### config.mk
export PLATFORM = sky130hd
export DESIGN_NAME = iommu_cq_dispatcher
export DESIGN_NICKNAME = d
export VERILOG_FILES = /design/src/rtl/iommu_cq_dispatcher.sv
export SDC_FILE = /design/constraint.sdc
export NUM_CORES = 1
export LEC_CHECK = 0
export ABC_AREA = 1
export CORE_MARGIN = 8
export CORE_UTILIZATION = 36
export CTS_CLUSTER_SIZE = 10
export DETAILED_ROUTE_END_ITERATION = 7
export PLACE_DENSITY = 0.9
export RECOVER_POWER = 25
export SLEW_MARGIN = 10
export SYNTH_ARGS = -nofsm -noshare
export SYNTH_HDL_FRONTEND = slang
export SYNTH_SLANG_ARGS = --single-unit
### constraint.sdc
create_clock -name clk_i -period 1.5 [get_ports clk_i]
set_input_delay 0.225 -clock clk_i [delete_from_list [all_inputs] [get_ports clk_i]]
set_output_delay 0.225 -clock clk_i [all_outputs]
set_load 0.02 [all_outputs]
### src/rtl/iommu_cq_dispatcher.sv
// IOMMU command-queue dispatcher: decodes one CQ entry at a time and
// sequences IOTLB/DDTC/PDTC invalidations and IOFENCE completion.
module iommu_cq_dispatcher (
  input  logic         clk_i,
  input  logic         rst_ni,
  input  logic         cqen_i,
  input  logic         cmd_valid_i,
  output logic         cmd_ready_o,
  input  logic [127:0] cmd_i,
  output logic         tlb_inv_valid_o,
  input  logic         tlb_inv_ready_i,
  output logic         tlb_inv_gvma_o,
  output logic         tlb_inv_av_o,
  output logic         tlb_inv_pscv_o,
  output logic         tlb_inv_gv_o,
  output logic [19:0]  tlb_inv_pscid_o,
  output logic [15:0]  tlb_inv_gscid_o,
  output logic [51:0]  tlb_inv_vpn_o,
  output logic         ddtc_inv_valid_o,
  input  logic         ddtc_inv_ready_i,
  output logic         ddtc_inv_dv_o,
  output logic [23:0]  ddtc_inv_did_o,
  output logic         pdtc_inv_valid_o,
  input  logic         pdtc_inv_ready_i,
  output logic [23:0]  pdtc_inv_did_o,
  output logic [19:0]  pdtc_inv_pid_o,
  input  logic         outstanding_i,
  output logic         fence_wr_valid_o,
  input  logic         fence_wr_ready_i,
  output logic [63:0]  fence_wr_addr_o,
  output logic [31:0]  fence_wr_data_o,
  input  logic         fence_wr_done_i,
  input  logic         fence_wr_err_i,
  output logic         cmd_done_o,
  output logic         cmd_ill_o,
  output logic         cq_mf_o,
  output logic         fence_irq_o,
  output logic         busy_o
);

  typedef enum logic [2:0] {
    S_IDLE, S_TLB, S_DDTC, S_PDTC,
    S_FWAIT, S_FWR, S_FRSP, S_ERR
  } state_e;

  state_e       state_q, state_d;
  logic [127:0] cmd_q, cmd_d;
  logic         done_q, done_d;
  logic         ill_q, ill_d;
  logic         mf_q, mf_d;
  logic         irq_q, irq_d;

  logic [6:0] op;
  logic [2:0] f3;
  logic       accept;
  logic       is_tlb, is_ddtc, is_pdtc, is_fence;
  logic       unused_bits;

  assign op     = cmd_i[6:0];
  assign f3     = cmd_i[9:7];
  assign accept = cmd_valid_i & cmd_ready_o;

  // GVMA with PSCV and PDT without DV fall through to illegal
  assign is_tlb   = (op == 7'd1) &
                    ((f3 == 3'd0) | ((f3 == 3'd1) & ~cmd_i[32]));
  assign is_ddtc  = (op == 7'd3) & (f3 == 3'd0);
  assign is_pdtc  = (op == 7'd3) & (f3 == 3'd1) & cmd_i[33];
  assign is_fence = (op == 7'd2) & (f3 == 3'd0);

  always_comb begin
    state_d = state_q;
    cmd_d   = cmd_q;
    done_d  = 1'b0;
    ill_d   = 1'b0;
    mf_d    = 1'b0;
    irq_d   = 1'b0;
    unique case (state_q)
      S_IDLE: begin
        if (accept) begin
          cmd_d = cmd_i;
          unique case (1'b1)
            is_tlb:   state_d = S_TLB;
            is_ddtc:  state_d = S_DDTC;
            is_pdtc:  state_d = S_PDTC;
            is_fence: state_d = S_FWAIT;
            default: begin
              state_d = S_ERR;
              ill_d   = 1'b1;
            end
          endcase
        end
      end
      S_TLB: if (tlb_inv_ready_i) begin
        state_d = S_IDLE;
        done_d  = 1'b1;
      end
      S_DDTC: if (ddtc_inv_ready_i) begin
        state_d = S_IDLE;
        done_d  = 1'b1;
      end
      S_PDTC: if (pdtc_inv_ready_i) begin
        state_d = S_IDLE;
        done_d  = 1'b1;
      end
      S_FWAIT: if (!outstanding_i) begin
        if (cmd_q[10]) begin
          state_d = S_FWR;
        end else begin
          state_d = S_IDLE;
          done_d  = 1'b1;
          irq_d   = cmd_q[11];
        end
      end
      S_FWR: if (fence_wr_ready_i) state_d = S_FRSP;
      S_FRSP: if (fence_wr_done_i) begin
        if (fence_wr_err_i) begin
          state_d = S_ERR;
          mf_d    = 1'b1;
        end else begin
          state_d = S_IDLE;
          done_d  = 1'b1;
          irq_d   = cmd_q[11];
        end
      end
      S_ERR: if (!cqen_i) state_d = S_IDLE;
      default: state_d = S_IDLE;
    endcase
  end

  always_ff @(posedge clk_i or negedge rst_ni) begin
    if (!rst_ni) begin
      state_q <= S_IDLE;
      cmd_q   <= '0;
      done_q  <= 1'b0;
      ill_q   <= 1'b0;
      mf_q    <= 1'b0;
      irq_q   <= 1'b0;
    end else begin
      state_q <= state_d;
      cmd_q   <= cmd_d;
      done_q  <= done_d;
      ill_q   <= ill_d;
      mf_q    <= mf_d;
      irq_q   <= irq_d;
    end
  end

  assign cmd_ready_o      = (state_q == S_IDLE) & cqen_i;
  assign busy_o           = (state_q != S_IDLE);
  assign tlb_inv_valid_o  = (state_q == S_TLB);
  assign ddtc_inv_valid_o = (state_q == S_DDTC);
  assign pdtc_inv_valid_o = (state_q == S_PDTC);
  assign fence_wr_valid_o = (state_q == S_FWR);

  assign tlb_inv_gvma_o  = (cmd_q[9:7] == 3'd1);
  assign tlb_inv_av_o    = cmd_q[10];
  assign tlb_inv_pscv_o  = cmd_q[32];
  assign tlb_inv_gv_o    = cmd_q[33];
  assign tlb_inv_pscid_o = cmd_q[31:12];
  assign tlb_inv_gscid_o = cmd_q[59:44];
  assign tlb_inv_vpn_o   = cmd_q[125:74];
  assign ddtc_inv_dv_o   = cmd_q[33];
  assign ddtc_inv_did_o  = cmd_q[63:40];
  assign pdtc_inv_did_o  = cmd_q[63:40];
  assign pdtc_inv_pid_o  = cmd_q[31:12];
  assign fence_wr_addr_o = {cmd_q[125:64], 2'b00};
  assign fence_wr_data_o = cmd_q[63:32];

  assign cmd_done_o  = done_q;
  assign cmd_ill_o   = ill_q;
  assign cq_mf_o     = mf_q;
  assign fence_irq_o = irq_q;

  assign unused_bits = ^{cmd_q[127:126], cmd_q[6:0]};

endmodule

Word-level counts from Yosys, hierarchy flattened
Cells that the tools add are included.

cells by class
  multiplexer cells = 31
  equal/unequal tests = 20
  bitwise operators = 10
  reductions and logical operators = 6

operators with widths
  cell                count
  $mux 3              10
  $pmux 3 s8          1
  $mux 1              17
  $eq 7x2->1 const B  2
  $eq 3x3->1 const B  4
  $pmux 3 s4          1
  $eq 3x1->1 const B  3
  $and 1x1->1         8
  $ne 2x1->1 const B  4
  $ne 2x2->1 const B  4
  $reduce_and 8->1    1
  $eq 7x1->1 const B  1
  $eq 3x2->1 const B  2
  $logic_not 3->1     2
  $pmux 1 s5          1
  $reduce_or 4->1     1
  $reduce_bool 3->1   1
  $pmux 1 s2          1
  $reduce_and 2->1    1
  $not 1->1           1
  $or 1x1->1          1

storage, ports and cells
  logic and storage cells = 73
  output and inout port bits = 267
  bits of input ports = 139
  flip-flop bits (word level) = 133

Logic depth before layout (Yosys ltp)
  depth in word-level cells = 8
  mapped depth = 10
  mapped depth without buffers = 10

Least setup slack after synthesis
No wires, ideal clock.

  path type = reg-to-reg
  from = register state_q[0]
  to = register cmd_q[106]
  setup time = 0.125 ns
  stages on the path, launching flop included = 8
  setup slack = -0.138 ns
  path buffers = 2
  arrival time = 1.512 ns
  period minus slack after synthesis = 1.638 ns
  required time = 1.375 ns
  cells stage by stage = dfrtp_1 -> inv_2 -> nand2_4 -> nor2_4 -> nand2_2 -> buf_6 -> buf_6 -> mux2_4

between the ends
  word-level cells in the longest chain between the ends = 4

RTL lines
  element                     line  source
  start: declaration          46    state_e state_q, state_d;
  start signal: assignment    139   state_q <= state_d;
  $logic_not 3->1             148   assign cmd_ready_o = (state_q == S_IDLE) & cqen_i;
  $and 1x1->1                 148
  net cmd_ready_o             8     output logic cmd_ready_o,
  $and 1x1->1                 61    assign accept = cmd_valid_i & cmd_ready_o;
  $reduce_and 2->1 (no line)  -
  end signal: assignment      140   cmd_q <= cmd_d;
  end: declaration            47    logic [127:0] cmd_q, cmd_d;

The timed path passes the listed nets, and every way through them passes these cells.
A chain may end at the register's enable or synchronous reset.

Worst setup path after layout
  from = register state_q[1]
  to = register cmd_q[45]

between the ends
  word-level cells in the longest chain between the ends = 4

RTL lines
  element                       line
  $logic_not 3->1 *             77, 148
  $and 1x1->1                   148
  $and 1x1->1                   61
  $reduce_and 2->1 (no line) *  -

Mark *: on every way between the ends. The rest lies on a longest branch, timed or not.

==> results.yml <==
power:
  p_sw_uw: 11400
  power.total_uw: 25300
  leakage_uw: 0.00538
  clockPowerShare: 0.155
  swShare: 0.450
  p_seq_frac: 0.263
  p_per_area_nw_per_um2: 2400
  p_comb_frac: 0.582
  intPower_uw: 13900
  ir_drop_v: 0.00108
layout:
  design_area_um2: 10600
  diodes: 0
  n_fill_cell: 1785
  syn2layout_area_growth_pct: 45.5
  layout.nets: 966
  drive_gt1_frac: 0.286
setup_path:
  worstPathArrival_ps: 2010
  cp_top_family: "simple AND/OR/NAND/NOR gates"
  rrSetupSlack_ps: -230
  start_kind: "flip-flop"
  critPathSlowestCell: "dfrtp_1"
  r2r-end: "cmd_q[45]"
  critPathRequiredTime_ps: 1790
  path_cells: "nor2_4 > nand2_4 > nor2_4 > buf_8 > nand2_8 > clkbuf_16 > mux2_4"
  crit_buf_inv: 2
  max_stage_delay_ps: 420
  ff2ff_path_depth: 7
  critPathMaxFanout: 7
  worstSetupPathType: "reg -> reg"
  cp-end-kind: "flip-flop"
  r2r_start: "state_q[1]"
  crit_top_cell: "nor2_4"
timing:
  skew_ps: 10.1
  fmax_mhz: 580
  fin_ws_ps: -225
  maxSlewViolCount: 0
  worst_pin_slew_ps: 901
  fin_crit_sh: 1.15
  final_hold_viol_count: 0
  finalSetupTns_ps: -21930
  fin_crit_ps: 1730
  rsz0062_at_grt: "yes"
  hold_ws_ps: 423
  slew_headroom: 0.399
  finalSetupViolations: 128
yosys:
  synth_commonest_cells: "253 x buf_4, 126 x dfrtp_1, 75 x mux2_4"
  ys_seq_area_frac: 0.434
  yosys.area.top_type: "dfrtp_1"
  async_flop_share: 1.00
  synth_edf_count: 0
  yosysWarnings: 0
  syn-instance-count: 623
  syn_area_um2: 7260
  yosysMostFrequentCell: "buf_4"
  ys_ff_latch: 126
  synth.distinct_cells: 21
  synth.area.top_cells: "dfrtp_1 43%, buf_4 26%, mux2_4 16%"
  synth_flop_cell: "dfrtp_1"
  syn_avg_cell_area_um2: 11.7
  yosysTopAreaCellShare: 0.434
clock_network:
  numCtsBuffers: 17
  cts_sinks: 126
  cts_tree: "done"
  cts_max_path_buffers: 2
  htreeDepth: 4
  clk_pin_slew_worst_paths_ps: 60
  cts_root_buffer: "clkbuf_16"
  insertion_delay_ps: 410
die:
  floorplan.initialDensity: 0.362
  core-area_um2: 20000
  fp.dieW_um: 158
  rows: 52
  die_y_um: 158
  io_pins: 406
  dieArea_um2: 25000
outcome:
  violations: "negative setup slack"
  status: "finished, violations left"
grt:
  grt_pass1_vias: 5262
  gr-usage-all-layers: 0.167
  grt_first_pass_wirelength_um: 31400
  antenna_found_initial: 0
  grt_max_degree: 65
  grt-ovfl-total: 0
min_path:
  whs_endpoint: "cmd_q[89]"
  min_from: "cmd_i[89]"
  hold_path.class: "in -> reg"
  hold-path-cell-count: 2
route:
  drt_iter0_markers: 164
  vias: 4902
  antenna_left: 0
  viasPerCell: 4.42
  drc_errors: 0
  firstDrtPassIters: 4
  wl_um: 23400
  post_drt_wl_per_cell_um: 21.1
place:
  io_buffers: 401
  dp_slack_ps: -328
  place_area_um2: 9890
  hpwl_um: 17400
  place_congestion: 0.832
run:
  drv_cap: 0
-- what timing repair did --
action | in CTS | in global routing
buffers inserted | 4 | 7
resized for setup | 323 | 59
cloned | 1 | 11
pin swaps | 6 | 6
setup endpoints to repair | 385 | 155
hold endpoints to repair | 126 | 0
hold buffers | 1 | 0
-- area by class of cell --
| cell class | count | area, um2 | area share |
|---|---|---|---|
| Clock buffer | 17 | 425 | 0.0403 |
| Clock inverter | 15 | 139 | 0.0131 |
| Inverter | 22 | 82.6 | 0.00782 |
| Multi-Input combinational cell | 210 | 2120 | 0.201 |
| Sequential cell | 126 | 3150 | 0.299 |
| Tap cell | 270 | 338 | 0.0320 |
| Timing Repair Buffer | 450 | 4300 | 0.407 |
-- worst max path at each step --
stage                           from     endpoint  slack, ps  cells after the start
after floorplan           state_q[0]   cmd_q[106]       -140                      7
after global placement        cqen_i  cmd_ready_o       -330                      4
after detailed placement      cqen_i  cmd_ready_o       -330                      4
after CTS                 state_q[2]   cmd_q[112]       -210                      7
after global routing      state_q[1]    cmd_q[45]       -260                      7
final                     state_q[1]    cmd_q[45]       -230                      7
-- logic make-up after synthesis --
| group | Yosys count | synth area share |
|---|---|---|
| DFF | 126 | 0.434 |
| and+or+nand+nor | 84 | 0.0505 |
| other | 1 | 0.000516 |
| muxes | 117 | 0.220 |
| AOI/OAI and AO/OA | 5 | 0.00345 |
| buffers and inverters | 290 | 0.291 |
-- stage by stage --
stage          instances   util
6_report            1110  0.527
4_1_cts             1094  0.513
2_1_floorplan        624      -
3_3_place_gp        1056  0.494
5_1_grt             1110  0.527
3_5_place_dp        1056  0.494
-- power by group through the flow --
stage / sequential, uW / clock (uW) / combinational (uW)
after global placement: 6730 / 0 / 16200
after detailed placement: 6810 / 0 / 16600
final: 6660 / 3930 / 14700
after CTS: 6660 / 4040 / 14400
after floorplan: 6260 / 0 / 12700
after global routing: 6930 / 4180 / 15400
-- layout by cell type, fill, tap and decap left out, types with 15 or more instances in the layout --
master           Yosys  routed
buf_4              253      20
clkbuf_16            0      25
clkbuf_2             0      15
clkdlybuf4s50_1      0     135
dfrtp_1            126     126
dlygate4sd2_1        0     229
inv_1               21      19
mux2_2              42      42
mux2_4              75      75
nand2_1             38      35
nor2_1              24      20
-- metal layers --
metal  wire length (um)  share of wire  vias to the layer above  GRT usage
met5                  0              0                        -          0
met4                573          0.024                        0     0.0584
met3               2220          0.095                       37     0.0622
met2              12300           0.52                      283      0.303
met1               8330           0.36                     2425      0.173
li1                   -              -                     2157          -
-- flip-flops by register name, summed over array words and instances (netlist names) --
name,cells
cq_mf_o,1
fence_irq_o,1
cmd_q,119
state_q,3
cmd_ill_o,1
cmd_done_o,1
No activity file was read; power rests on OpenSTA's default activity.
